--- src/rtl/image_pkg.sv ---
// -----------------------------------------------------------------------------
// image_pkg
// Shared definitions for the two-image pixel adder controller.
//   state_t        : controller FSM states (2-bit encoding)
//   DEF_*          : default BRAM address width, image depth, pixel width and
//                    input BRAM read latency
//   DEF_SUM_W      : default width of a pixel-pair sum (carry in the MSB)
//   sum_width()    : sum width for an arbitrary pixel width
// -----------------------------------------------------------------------------
package image_pkg;

   typedef enum logic [1:0] {
      ST_IDLE  = 2'd0,
      ST_RUN   = 2'd1,
      ST_DRAIN = 2'd2,
      ST_DONE  = 2'd3
   } state_t;

   localparam int DEF_ADDR_W = 6;
   localparam int DEF_DEPTH  = 64;
   localparam int DEF_DATA_W = 8;
   localparam int DEF_RD_LAT = 1;
   localparam int DEF_SUM_W  = DEF_DATA_W + 1;

   // Unsigned sum of two DATA_W-bit pixels needs one extra bit for the carry.
   function automatic int sum_width(input int data_w);
      return data_w + 1;
   endfunction

endpackage

--- src/rtl/addr_delay_line.sv ---
// -----------------------------------------------------------------------------
// addr_delay_line
// RD_LAT-stage shift register of {valid, addr}. Each read address issued to the
// input BRAMs travels alongside the BRAM pipeline so that it emerges on the
// same cycle as the corresponding read data.
// Ports:
//   clk        in   clock, rising edge
//   reset      in   asynchronous active-low reset (all stages invalid)
//   flush      in   synchronous clear of every valid bit
//   in_valid   in   a read is being issued this cycle
//   in_addr    in   address of that read
//   out_valid  out  last stage holds a read whose data is on the BRAM outputs
//   out_addr   out  address held in the last stage
//   any_valid  out  at least one stage holds an in-flight read
// -----------------------------------------------------------------------------
module addr_delay_line
   import image_pkg::*;
#(
   parameter int ADDR_W = DEF_ADDR_W,
   parameter int RD_LAT = DEF_RD_LAT
) (
   input  logic              clk,
   input  logic              reset,
   input  logic              flush,
   input  logic              in_valid,
   input  logic [ADDR_W-1:0] in_addr,
   output logic              out_valid,
   output logic [ADDR_W-1:0] out_addr,
   output logic              any_valid
);

   logic [RD_LAT-1:0] valid_reg;
   logic [ADDR_W-1:0] addr_reg [RD_LAT];

   always_ff @(posedge clk or negedge reset) begin
      if (!reset) begin
         valid_reg <= '0;
         for (int i = 0; i < RD_LAT; i++) begin
            addr_reg[i] <= '0;
         end
      end else if (flush) begin
         // Only the valid bits matter; stale addresses are never consumed.
         valid_reg <= '0;
      end else begin
         valid_reg[0] <= in_valid;
         addr_reg[0]  <= in_addr;
         for (int i = 1; i < RD_LAT; i++) begin
            valid_reg[i] <= valid_reg[i-1];
            addr_reg[i]  <= addr_reg[i-1];
         end
      end
   end

   assign out_valid = valid_reg[RD_LAT-1];
   assign out_addr  = addr_reg[RD_LAT-1];
   assign any_valid = |valid_reg;

endmodule

--- src/rtl/image_add_ctrl.sv ---
// -----------------------------------------------------------------------------
// image_add_ctrl
// Sequencing controller for the two-image pixel adder. A start pulse sweeps the
// shared read address across both input BRAMs (up or down), the read latency is
// absorbed by addr_delay_line, and each registered pixel-pair sum is written to
// the output BRAM at the address it was read from. done pulses after the last
// write. All outputs are registered.
// Ports:
//   clk                    in   clock, rising edge
//   reset                  in   asynchronous active-low reset
//   start                  in   one-cycle frame request (honoured only in IDLE)
//   dir                    in   scan direction sampled with start (1 = down)
//   abort                  in   cancel the frame in progress
//   busy                   out  frame in progress
//   done                   out  one-cycle pulse after the last output write
//   in_en                  out  read enable for both input BRAMs
//   in_addr                out  shared input BRAM read address
//   in_dout_1, in_dout_2   in   input BRAM read data
//   out_we                 out  output BRAM write enable
//   out_addr               out  output BRAM write address
//   out_din                out  registered sum in_dout_1 + in_dout_2
// -----------------------------------------------------------------------------
module image_add_ctrl
   import image_pkg::*;
#(
   parameter int ADDR_W = DEF_ADDR_W,
   parameter int DEPTH  = DEF_DEPTH,
   parameter int DATA_W = DEF_DATA_W,
   parameter int RD_LAT = DEF_RD_LAT
) (
   input  logic              clk,
   input  logic              reset,
   input  logic              start,
   input  logic              dir,
   input  logic              abort,
   output logic              busy,
   output logic              done,
   output logic              in_en,
   output logic [ADDR_W-1:0] in_addr,
   input  logic [DATA_W-1:0] in_dout_1,
   input  logic [DATA_W-1:0] in_dout_2,
   output logic              out_we,
   output logic [ADDR_W-1:0] out_addr,
   output logic [DATA_W:0]   out_din
);

   localparam int SUM_W = sum_width(DATA_W);
   localparam logic [ADDR_W-1:0] ADDR_TOP  = ADDR_W'(DEPTH - 1);
   localparam logic [ADDR_W-1:0] ADDR_ZERO = '0;
   localparam logic [ADDR_W-1:0] ADDR_ONE  = ADDR_W'(1);

   state_t            state_reg, state_next;
   logic              dir_reg;
   logic [ADDR_W-1:0] addr_reg;
   logic              in_en_reg, busy_reg, done_reg, out_we_reg;
   logic [ADDR_W-1:0] out_addr_reg;
   logic [SUM_W-1:0]  out_din_reg;

   logic              accept, last_issue, flush;
   logic              stage_valid, line_busy;
   logic [ADDR_W-1:0] stage_addr;

   // ---------------------------------------------------------------- FSM
   always_ff @(posedge clk or negedge reset) begin
      if (!reset) state_reg <= ST_IDLE;
      else        state_reg <= state_next;
   end

   always_comb begin
      state_next = state_reg;
      accept     = 1'b0;
      flush      = 1'b0;
      // The counter never wraps: the frame ends when the far edge is issued.
      last_issue = (addr_reg == (dir_reg ? ADDR_ZERO : ADDR_TOP));
      case (state_reg)
         ST_IDLE: begin
            if (start && !abort) begin
               accept     = 1'b1;
               state_next = ST_RUN;
            end
         end
         ST_RUN: begin
            if (abort) begin
               flush      = 1'b1;
               state_next = ST_IDLE;
            end else if (last_issue) begin
               state_next = ST_DRAIN;
            end
         end
         ST_DRAIN: begin
            if (abort) begin
               flush      = 1'b1;
               state_next = ST_IDLE;
            end else if (!line_busy) begin
               // Last read has left the delay line; its write is on the
               // outputs this cycle, so done lands on the following cycle.
               state_next = ST_DONE;
            end
         end
         ST_DONE: state_next = ST_IDLE;
         default: state_next = ST_IDLE;
      endcase
   end

   // ------------------------------------------------------ read pipeline
   addr_delay_line #(
      .ADDR_W (ADDR_W),
      .RD_LAT (RD_LAT)
   ) u_delay (
      .clk       (clk),
      .reset     (reset),
      .flush     (flush),
      .in_valid  (in_en_reg),
      .in_addr   (addr_reg),
      .out_valid (stage_valid),
      .out_addr  (stage_addr),
      .any_valid (line_busy)
   );

   // ----------------------------------------- counter and output registers
   always_ff @(posedge clk or negedge reset) begin
      if (!reset) begin
         dir_reg      <= 1'b0;
         addr_reg     <= '0;
         in_en_reg    <= 1'b0;
         busy_reg     <= 1'b0;
         done_reg     <= 1'b0;
         out_we_reg   <= 1'b0;
         out_addr_reg <= '0;
         out_din_reg  <= '0;
      end else begin
         // Status outputs are decoded from the next state so they line up
         // with the state they describe.
         busy_reg  <= (state_next == ST_RUN) || (state_next == ST_DRAIN);
         done_reg  <= (state_next == ST_DONE);
         in_en_reg <= (state_next == ST_RUN);

         if (accept) begin
            dir_reg  <= dir;
            addr_reg <= dir ? ADDR_TOP : ADDR_ZERO;
         end else if (state_reg == ST_RUN && !abort && !last_issue) begin
            addr_reg <= dir_reg ? (addr_reg - ADDR_ONE) : (addr_reg + ADDR_ONE);
         end

         out_we_reg <= stage_valid && !flush;
         if (stage_valid && !flush) begin
            out_addr_reg <= stage_addr;
            out_din_reg  <= SUM_W'(in_dout_1) + SUM_W'(in_dout_2);
         end
      end
   end

   assign busy     = busy_reg;
   assign done     = done_reg;
   assign in_en    = in_en_reg;
   assign in_addr  = addr_reg;
   assign out_we   = out_we_reg;
   assign out_addr = out_addr_reg;
   assign out_din  = out_din_reg;

endmodule

--- config.mk ---
export PLATFORM = sky130hd
export DESIGN_NAME = image_add_ctrl
export DESIGN_NICKNAME = d
export VERILOG_FILES = /design/src/rtl/image_pkg.sv /design/src/rtl/addr_delay_line.sv /design/src/rtl/image_add_ctrl.sv
export SDC_FILE = /design/constraint.sdc
export NUM_CORES = 1
export LEC_CHECK = 0
export CAP_MARGIN = 20
export CORE_AREA = 2 2 67 69
export CTS_CLUSTER_DIAMETER = 60
export CTS_CLUSTER_SIZE = 8
export DETAILED_ROUTE_END_ITERATION = 10
export DIE_AREA = 0 0 69 71
export PLACE_DENSITY_LB_ADDON = 0.05
export SLEW_MARGIN = 30
export SYNTH_ARGS = -nofsm -noshare
export SYNTH_HDL_FRONTEND = slang
export SYNTH_HIERARCHICAL = 1
export SYNTH_SLANG_ARGS = --single-unit
export TNS_END_PERCENT = 1
--- constraint.sdc ---
create_clock -name clk -period 2.6 [get_ports clk]
set_input_delay 0.52 -clock clk [delete_from_list [all_inputs] [get_ports clk]]
set_output_delay 0.52 -clock clk [all_outputs]
set_load 0.03 [all_outputs]
==> flow_metrics.tcl <==
set metrics [dict create \
    syn-num-nets 239 \
    synth_top_cell_by_area "dfrtp_1" \
    synthCells 198 \
    synth_seq_cells 35 \
    finalSetupViolations 0 \
    ys_async_sr_fraction_pct 100 \
    wirelength_mm 4.27 \
    crit_path_max_incr_delay_ns 0.40 \
    synthFlopType "dfrtp_1" \
    fin_ws_ns 0.259 \
    path_class "input port to register" \
    hp-class "register to register" \
    gr-total-overflow 0 \
    hold_buffers 0 \
    max_slew_margin_pct 70.3 \
    powerDensity_mw_per_mm2 1300 \
    die_w_um 69 \
    maxCapViolCount 0 \
    synth_cell_types 44 \
    cp.required_ns 2.76 \
    fill_cells 349 \
    synth_edf_count 0 \
    cts_max_level 2 \
    grt_max_degree 36 \
    cp.arrival_ns 2.50 \
    synth_top_area_share_pct 43.4 \
    vias_per_cell 5.27 \
    cts.reportedPaths.clkPinSlew_ns 0.07 \
    seq_area_um2 876 \
    grt_pass1_vias 1579 \
    grt_usage_pct 18.4 \
    rr_endpoint "in_addr[5]$_DFFE_PN0P_" \
    syn_area_mm2 0.00202 \
    diodes 0 \
    tightestPinTransition_ns 0.446 \
    holdWs_ns 0.483 \
    grt_pass1_wl_mm 7.26 \
    dp_slack_ns -0.0565 \
    multi_input_comb_area_mm2 0.00105 \
    dr.first_iter.drc_count 90 \
    cp_slowest_cell "clkdlybuf4s50_1" \
    fin_setup_tns_ns 0 \
    reg2reg_slack_ns 0.41 \
    cts_made_buffers 5 \
    nets 290 \
    gp_congestion 0.821 \
    postCtsSetupBuffers 0 \
    path_max_fanout 2 \
    power.leakage_nw 1.23 \
    place_inst 294 \
    r2r-start "dir_reg$_DFFE_PN0P_" \
    fmax_mhz 427 \
    portBuffers 45 \
    ys_warn_count 6 \
    fp.dieH_um 71 \
    min_path_cells 2 \
    final_common_cell "clkdlybuf4s50_1" \
    hold_viol 0 \
    cts_sinks 35 \
    core_mm2 0.00420 \
    largest_reg_flops 9 \
    ant_nets 0 \
    final_layout_size_suffix_gt1_share_pct 8.80 \
    initial_core_util_pct 48.0 \
    wire_per_inst_um 14.1 \
    grt_setup_unrepaired "false" \
    finalNonFillerCells 302 \
    cts_resized 0 \
    ios 46 \
    clock_latency_ns 0.29 \
    post-route-drc-count 0 \
    synth_area_leaders "dfrtp_1 43%, ha_1 11%, nand2_1 6.5%" \
    cts_tree "yes" \
    fp-row-count 24 \
    finalClockSkew_ns 0.00566 \
    antenna_found_initial 0 \
    rr_worst_depth 6 \
    cp_cell_sequence "clkdlybuf4s50_1, ha_1, fa_1, a21o_1, a21oi_1, buf_4, o21bai_1, a211oi_1, o31ai_1" \
    worstSetupStartpointType "input port" \
    vias 1592 \
    hp-start "out_din[0]$_DFFE_PN0P_" \
    drtPass1Iterations 4 \
    cts-root-buf "clkbuf_8" \
    area_delta_synth_final_pct 30.8 \
    drv_slew 0 \
    peakVddDrop_v 0.000708 \
    final_cell_mix "45 x clkdlybuf4s50_1, 35 x nand2_1, 35 x dfrtp_1" \
    worst-path-buf-inv 2 \
    outcome "complete, no violations" \
    cp-end-kind "register" \
    synth_seq_area_share_pct 43.4 \
    cts_buffer_depth 2 \
    critPathTopFamily "compound AO/OA/AOI/OAI gates" \
    worstHoldEndpoint "out_din[0]$_DFFE_PN0P_" \
    dieArea_mm2 0.00490 \
    dp_hpwl_mm 3.35 \
    syn_area_per_cell_um2 10.2 \
    power_mw 3.42 \
    timing.final.crit_share_pct 90.0 \
    min_period_ns 2.34 \
]
per-layer routing:
metal / share of wire (%) / up-vias / track usage [%]
li1: - / 790 / -
met1: 42 / 764 / 21.7
met2: 53 / 32 / 33.7
met3: 3.9 / 6 / 3.99
met4: 1.2 / 0 / 5.23
met5: 0 / - / 0
Yosys cell counts (2+ instances only):
library cell	number
o21ai_0	10
nand4_1	2
o31ai_1	2
xnor2_1	5
mux2i_1	4
o22a_1	2
inv_1	14
nand3_1	2
ha_1	18
mux2_4	6
and3_1	2
a21o_1	4
and2_1	2
a21oi_1	12
a311o_1	2
nand3b_1	2
fa_1	2
nand2_1	35
buf_6	2
a211oi_1	3
xor2_1	2
nor2_1	7
nor3b_1	3
dfrtp_1	35
final cells by class:
class / count / share of cell area (%)
Clock buffer: 5 / 2.61
Tap cell: 52 / 2.47
Timing Repair Buffer: 49 / 18.2
Sequential cell: 35 / 33.2
Multi-Input combinational cell: 144 / 39.8
Inverter: 14 / 1.99
Clock inverter: 3 / 1.66
worst max-delay path by stage:
stage	slack (ns)	to	depth (start not counted)	start
finish	0.26	out_din[6]$_DFFE_PN0P_	9	in_dout_1[0]
global route	0.1	out_din[6]$_DFFE_PN0P_	9	in_dout_1[0]
CTS	0.24	out_din[6]$_DFFE_PN0P_	9	in_dout_1[0]
detailed placement	-0.06	out_din[6]$_DFFE_PN0P_	9	in_dout_1[0]
global placement	0.04	out_din[8]$_DFFE_PN0P_	8	in_dout_1[0]
floorplan	0.43	out_din[8]$_DFFE_PN0P_	7	in_dout_1[0]
through the flow:
step / utilization [%] / instance area (µm²)
finish: 62.7 / 2640
global route: 62.7 / 2640
CTS: 62.7 / 2640
detailed placement: 60.1 / 2520
global placement: 60.1 / 2520
floorplan: - / 2020
power by group:
part	internal, mW	switching [mW]
registers	0.808	0.218
logic	0.879	1.03
clock network	0.285	0.197
total	1.97	1.45
kinds of logic after synthesis:
kind of cell | count (synthesis) | share of synthesized area [%]
AO/OA/AOI/OAI | 44 | 14.6
adder cells (fa/ha/maj) | 20 | 13.2
XOR/XNOR | 7 | 3.04
buffers and inverters | 19 | 4.47
multiplexers | 10 | 6.45
flip-flops | 35 | 43.4
AND/OR/NAND/NOR | 63 | 14.9
worst reg2reg max path, delay by kind of cell (launching register included):
family / cells / cell delay [ns]
AND/OR/NAND/NOR: 3 / 0.90
flip-flops: 1 / 0.50
adder cells (fa/ha/maj): 1 / 0.43
AO/OA/AOI/OAI: 2 / 0.26
(Power assumes the default switching activity.)
